[src/rtl/fifo_rr_arbiter.sv]
// Round-robin arbiter that shares one AXI-stream write port among p_num_req producers.
// Each grant lasts at most p_max_burst beats; the data path is a pure AND-OR mux.

module fifo_rr_arbiter_lane #(
  parameter int p_width = 8
) (
  input  logic               i_sel,
  input  logic               i_valid,
  input  logic               i_ready_out,
  input  logic [p_width-1:0] i_data,
  output logic               o_grant,
  output logic               o_ready,
  output logic               o_valid,
  output logic [p_width-1:0] o_data
);
  assign o_grant = i_sel;
  assign o_ready = i_sel & i_ready_out;
  assign o_valid = i_sel & i_valid;
  assign o_data  = i_sel ? i_data : '0;
endmodule

module fifo_rr_arbiter #(
  parameter int p_width     = 8,
  parameter int p_num_req   = 4,
  parameter int p_max_burst = 4
) (
  input  logic                         i_clk,
  input  logic                         i_reset_n,
  input  logic [p_num_req*p_width-1:0] i_data_in,
  input  logic [p_num_req-1:0]         i_valid_in,
  output logic [p_num_req-1:0]         o_ready_in,
  output logic [p_width-1:0]           o_data_out,
  output logic                         o_valid_out,
  input  logic                         i_ready_out,
  output logic [p_num_req-1:0]         o_grant
);
  localparam int IDX_W = $clog2(p_num_req);
  localparam int CNT_W = $clog2(p_max_burst + 1);

  typedef enum logic {s_idle, s_grant} state_t;

  state_t                            state, state_d;
  logic [IDX_W-1:0]                  r_sel, r_last, sel_d, last_d, pick;
  logic [CNT_W-1:0]                  r_count, count_d;
  logic                              pick_vld, hs;
  logic [p_num_req-1:0][p_width-1:0] data_arr, lane_data;
  logic [p_num_req-1:0]              lane_sel, lane_valid;

  assign data_arr = i_data_in;

  // Rotating-priority search starting just after the last granted requester.
  always_comb begin : rr_search
    int               idx;
    logic [IDX_W-1:0] cand;
    pick     = '0;
    pick_vld = 1'b0;
    idx      = 0;
    cand     = '0;
    for (int i = 1; i <= p_num_req; i++) begin
      idx = int'(r_last) + i;
      if (idx >= p_num_req) idx = idx - p_num_req;
      cand = IDX_W'(idx);
      if (!pick_vld && i_valid_in[cand]) begin
        pick     = cand;
        pick_vld = 1'b1;
      end
    end
  end

  genvar k;
  generate
    for (k = 0; k < p_num_req; k++) begin : g_lane
      assign lane_sel[k] = (state == s_grant) && (r_sel == IDX_W'(k));
      fifo_rr_arbiter_lane #(.p_width(p_width)) u_lane (
        .i_sel       (lane_sel[k]),
        .i_valid     (i_valid_in[k]),
        .i_ready_out (i_ready_out),
        .i_data      (data_arr[k]),
        .o_grant     (o_grant[k]),
        .o_ready     (o_ready_in[k]),
        .o_valid     (lane_valid[k]),
        .o_data      (lane_data[k])
      );
    end
  endgenerate

  // At most one lane is selected, so OR-reduction acts as the output mux.
  always_comb begin
    o_data_out  = '0;
    o_valid_out = 1'b0;
    for (int i = 0; i < p_num_req; i++) begin
      o_data_out  = o_data_out | lane_data[i];
      o_valid_out = o_valid_out | lane_valid[i];
    end
  end

  assign hs = o_valid_out & i_ready_out;

  always_ff @(posedge i_clk or negedge i_reset_n) begin
    if (!i_reset_n) begin
      state   <= s_idle;
      r_sel   <= '0;
      r_last  <= IDX_W'(p_num_req - 1);
      r_count <= '0;
    end else begin
      state   <= state_d;
      r_sel   <= sel_d;
      r_last  <= last_d;
      r_count <= count_d;
    end
  end

  // Release on the final beat of a burst, or when the owner goes quiet without
  // a handshake; a stalled FIFO with valid held keeps the grant.
  always_comb begin
    state_d = state;
    sel_d   = r_sel;
    last_d  = r_last;
    count_d = r_count;
    case (state)
      s_idle: begin
        if (pick_vld) begin
          state_d = s_grant;
          sel_d   = pick;
          count_d = '0;
        end
      end
      s_grant: begin
        if (hs) begin
          count_d = r_count + CNT_W'(1);
          if (r_count == CNT_W'(p_max_burst - 1)) begin
            state_d = s_idle;
            last_d  = r_sel;
          end
        end else if (!i_valid_in[r_sel]) begin
          state_d = s_idle;
          last_d  = r_sel;
        end
      end
      default: state_d = s_idle;
    endcase
  end
endmodule

[config.mk]
export PLATFORM = sky130hd
export DESIGN_NAME = fifo_rr_arbiter
export DESIGN_NICKNAME = d
export VERILOG_FILES = /design/src/rtl/fifo_rr_arbiter.sv
export SDC_FILE = /design/constraint.sdc
export NUM_CORES = 1
export LEC_CHECK = 0
export CELL_PAD_IN_SITES_DETAIL_PLACEMENT = 1
export CELL_PAD_IN_SITES_GLOBAL_PLACEMENT = 1
export CORE_MARGIN = 5
export CORE_UTILIZATION = 28
export DETAILED_ROUTE_END_ITERATION = 10
export GPL_ROUTABILITY_DRIVEN = 0
export GPL_TIMING_DRIVEN = 0
export HOLD_SLACK_MARGIN = 0.06
export PLACE_DENSITY = 0.92
export SKIP_LAST_GASP = 1
export SLEW_MARGIN = 5
export SYNTH_ARGS = -nofsm -noshare
export SYNTH_HDL_FRONTEND = slang
export SYNTH_SLANG_ARGS = --single-unit
[constraint.sdc]
create_clock -name i_clk -period 4.5 [get_ports i_clk]
set_input_delay 1.125 -clock i_clk [delete_from_list [all_inputs] [get_ports i_clk]]
set_output_delay 1.125 -clock i_clk [all_outputs]
set_load 0.05 [all_outputs]
==> load_flow_metrics.sql <==
INSERT INTO impl_metrics (metric_group, metric, value, unit) VALUES
('clock_network', 'ctsRootBufferMaster', 'sky130_fd_sc_hd__clkbuf_4', ''),
('finish', 'drive_gt1_frac', '0.150', ''),
('detailed_routing', 'met2_routed_wirelength', '1560', 'um'),
('grt', 'grt_pass1_wl', '5390', 'um'),
('sta', 'unrepaired_setup_endpoints_after_global_routing', 'no', ''),
('detailed_routing', 'highest-signal-layer', 'met4', ''),
('floorplan', 'core.rowCount', '20', ''),
('pwr', 'power_leakage', '0.609', 'nW'),
('floorplan', 'dieArea', '4390', 'um2'),
('synthesis', 'post_synth.cell_area_avg', '10.1', 'um2'),
('worst_hold_path', 'worst_hold_path.endpoint', 'r_count[2]$_DFFE_PN0P_', ''),
('setup_path', 'r2r_cells', '4', ''),
('detailed_routing', 'vias', '936', ''),
('setup_path', 'startpoint_types', 'primary input', ''),
('outcome', 'run_status', 'finished clean', ''),
('place', 'placed_area', '1490', 'um2'),
('setup_path', 'worstPathMaxFanout', '7', ''),
('clock_network', 'clock_latency_late_sink', '0.27', 'ns'),
('grt', 'grt_antenna_before_repair', '0', ''),
('clock_network', 'cts_buf_count', '3', ''),
('grt', 'gr-usage-all-layers', '0.164', ''),
('finish', 'diodes', '0', ''),
('sta', 'fin_skew', '0.0112', 'ns'),
('setup_path', 'worst_r2r_endpoint', 'r_last[1]$_DFFE_PN1P_', ''),
('grt', 'gr-total-overflow', '0', ''),
('floorplan', 'die_h', '66.3', 'um'),
('clock_network', 'htreeDepth', '1', ''),
('synthesis', 'synth.distinct_cells', '35', ''),
('setup_path', 'end_kind', 'output port', ''),
('sta', 'setup_viol_count_final', '0', ''),
('sta', 'hold_viol_final', '0', ''),
('sta', 'finalSetupTns', '0', 'ns'),
('sta', 'timing.final.crit_share', '0.951', ''),
('clock_network', 'post_cts.resized_instances', '0', ''),
('pwr', 'power.density', '656', 'nW/um2'),
('synthesis', 'seq_area_frac_synth', '0.228', ''),
('detailed_routing', 'route.detailed.wl_per_inst', '18.0', 'um'),
('sta', 'max_slew.worst_pin.slew', '0.812', 'ns'),
('finish', 'most-common-layout-cells', 'sky130_fd_sc_hd__clkdlybuf4s50_1, sky130_fd_sc_hd__and2_1, sky130_fd_sc_hd__nand2_1, sky130_fd_sc_hd__buf_4, sky130_fd_sc_hd__dfrtp_1', ''),
('sta', 'slew-limit-headroom', '0.453', ''),
('finish', 'nets', '189', ''),
('synthesis', 'synth_area', '887', 'um2'),
('pwr', 'irDropWorstVdd', '0.289', 'mV'),
('clock_network', 'cts_tree', 'done', ''),
('sta', 'fin_crit', '4.28', 'ns'),
('floorplan', 'chip_width', '66.3', 'um'),
('setup_path', 'category_of_the_most_critical_setup_path', 'in -> out', ''),
('detailed_routing', 'met3RoutedLength', '440', 'um'),
('setup_path', 'worst_r2r_startpoint', 'r_sel[1]$_DFFE_PN0P_', ''),
('finish', 'area_growth_syn_to_layout', '71.2', '%'),
('floorplan', 'design.portCount', '56', ''),
('flow_run', 'max_cap_viol_count', '0', ''),
('clock_network', 'max-clock-path-buffers', '2', ''),
('clock_network', 'cts_hold_buffers', '0', ''),
('setup_path', 'worst_ep_arrival', '3.16', 'ns'),
('detailed_routing', 'final_wl', '3440', 'um'),
('detailed_routing', 'ant_nets', '0', ''),
('synthesis', 'syn_nets', '129', ''),
('synthesis', 'synthesis.instances', '88', ''),
('setup_path', 'required', '3.38', 'ns'),
('clock_network', 'clkSinkCount', '8', ''),
('synthesis', 'synth_largest_type_area_fraction', '0.169', ''),
('sta', 'final_max_slew_viol_count', '0', ''),
('place', 'dp.final_hpwl', '2820', 'um'),
('detailed_routing', 'drt_iter0_markers', '32', ''),
('finish', 'layout_commonest_cell', 'sky130_fd_sc_hd__clkdlybuf4s50_1', ''),
('clock_network', 'cts.clk_slew.worst_paths', '0.06', 'ns'),
('finish', 'stdcell_area', '1520', 'um2'),
('clock_network', 'cts_setup_buffers', '0', ''),
('grt', 'via_count_of_the_first_global_routing_pass', '1085', ''),
('worst_hold_path', 'hold_class', 'reg -> reg', '');
sequential cells by signal, indices dropped and copies added (netlist names):
name and cells:
state 1, r_count 3, r_last 2, r_sel 2
synthesized netlist by cell type:
| library cell | instances |
|---|---|
| sky130_fd_sc_hd__and2_1 | 9 |
| sky130_fd_sc_hd__buf_4 | 8 |
| sky130_fd_sc_hd__nand2_1 | 8 |
| sky130_fd_sc_hd__dfrtp_1 | 6 |
| sky130_fd_sc_hd__mux4_1 | 5 |
| sky130_fd_sc_hd__clkbuf_1 | 4 |
| sky130_fd_sc_hd__mux4_2 | 4 |
| sky130_fd_sc_hd__nor2_1 | 4 |
| sky130_fd_sc_hd__inv_1 | 3 |
| sky130_fd_sc_hd__nor3b_1 | 3 |
| sky130_fd_sc_hd__o21ai_0 | 3 |
| sky130_fd_sc_hd__a21oi_1 | 2 |
| sky130_fd_sc_hd__a31oi_1 | 2 |
| sky130_fd_sc_hd__and3b_1 | 2 |
| sky130_fd_sc_hd__buf_2 | 2 |
| sky130_fd_sc_hd__dfstp_2 | 2 |
| sky130_fd_sc_hd__ha_1 | 2 |
| sky130_fd_sc_hd__mux2i_1 | 2 |
| sky130_fd_sc_hd__a21boi_4 | 1 |
| sky130_fd_sc_hd__a22o_1 | 1 |
| sky130_fd_sc_hd__a31o_2 | 1 |
| sky130_fd_sc_hd__and3_1 | 1 |
| sky130_fd_sc_hd__buf_6 | 1 |
| sky130_fd_sc_hd__mux2_1 | 1 |
| sky130_fd_sc_hd__nand3_1 | 1 |
| sky130_fd_sc_hd__nand4_1 | 1 |
| sky130_fd_sc_hd__nor3_1 | 1 |
| sky130_fd_sc_hd__nor4_1 | 1 |
| sky130_fd_sc_hd__o211ai_1 | 1 |
| sky130_fd_sc_hd__o21a_1 | 1 |
| sky130_fd_sc_hd__o22ai_1 | 1 |
| sky130_fd_sc_hd__o31ai_1 | 1 |
| sky130_fd_sc_hd__o41a_1 | 1 |
| sky130_fd_sc_hd__or2_0 | 1 |
| sky130_fd_sc_hd__xor2_1 | 1 |
stage by stage:
stage / hold WS, ns / util / instances / total power [mW] / worst slack, ns
6_report: 0.511 / 0.498 / 191 / 0.997 / 0.220
5_1_grt: 0.514 / 0.498 / 191 / 1.06 / 0.159
4_1_cts: 0.508 / 0.498 / 191 / 1.01 / 0.210
3_5_place_dp: 0.493 / 0.489 / 187 / 0.945 / 0.210
3_3_place_gp: 0.486 / 0.489 / 187 / 0.907 / 0.256
2_1_floorplan: 0.466 / - / 88 / 0.697 / 1.36
kinds of logic (layout without fill, tap and decap cells):
logic type | after synthesis | count (layout) | synth area share
simple gates | 32 | 32 | 0.199
flops | 8 | 8 | 0.228
xor+xnor | 1 | 1 | 0.00987
mux | 12 | 12 | 0.285
compound gates | 15 | 15 | 0.128
fa+ha+maj | 2 | 2 | 0.0282
buf+inv | 18 | 77 | 0.121
critical path, cell delays in order:
cell,delay [ns]
sky130_fd_sc_hd__clkdlybuf4s50_1,0.49
sky130_fd_sc_hd__mux4_2,0.62
sky130_fd_sc_hd__and2_1,0.21
sky130_fd_sc_hd__clkdlybuf4s50_1,0.71
worst max path at each step:
stage	cells past startpoint	to	start	slack [ns]
global route	4	o_valid_out	i_valid_in[3]	0.16
global placement	4	o_valid_out	i_valid_in[3]	0.26
floorplan	2	o_valid_out	i_valid_in[3]	1.36
finish	4	o_valid_out	i_valid_in[3]	0.22
detailed placement	4	o_valid_out	i_valid_in[3]	0.21
CTS	4	o_valid_out	i_valid_in[3]	0.21
routing by layer:
| layer | up-vias | global-route usage |
|---|---|---|
| met5 | - | 0 |
| met4 | 0 | 0.0685 |
| met3 | 7 | 0.0663 |
| met2 | 56 | 0.291 |
| met1 | 434 | 0.168 |
| li1 | 439 | - |
cell type report:
type	count	area (um2)	area share
clock buffer	4	26.3	0.0173
tap	44	55.1	0.0362
buffer	15	96.3	0.0634
multi-input combinational	62	577	0.380
inverter	3	11.3	0.00741
sequential	8	203	0.133
timing repair buffer	55	551	0.362
power breakdown:
group	switching [mW]	total [mW]	internal [mW]
clock	0.0280	0.0621	0.0341
combinational	0.464	0.804	0.340
sequential	0.0223	0.131	0.109
total	0.514	0.997	0.483
No activity file was read; power rests on OpenSTA's default activity.
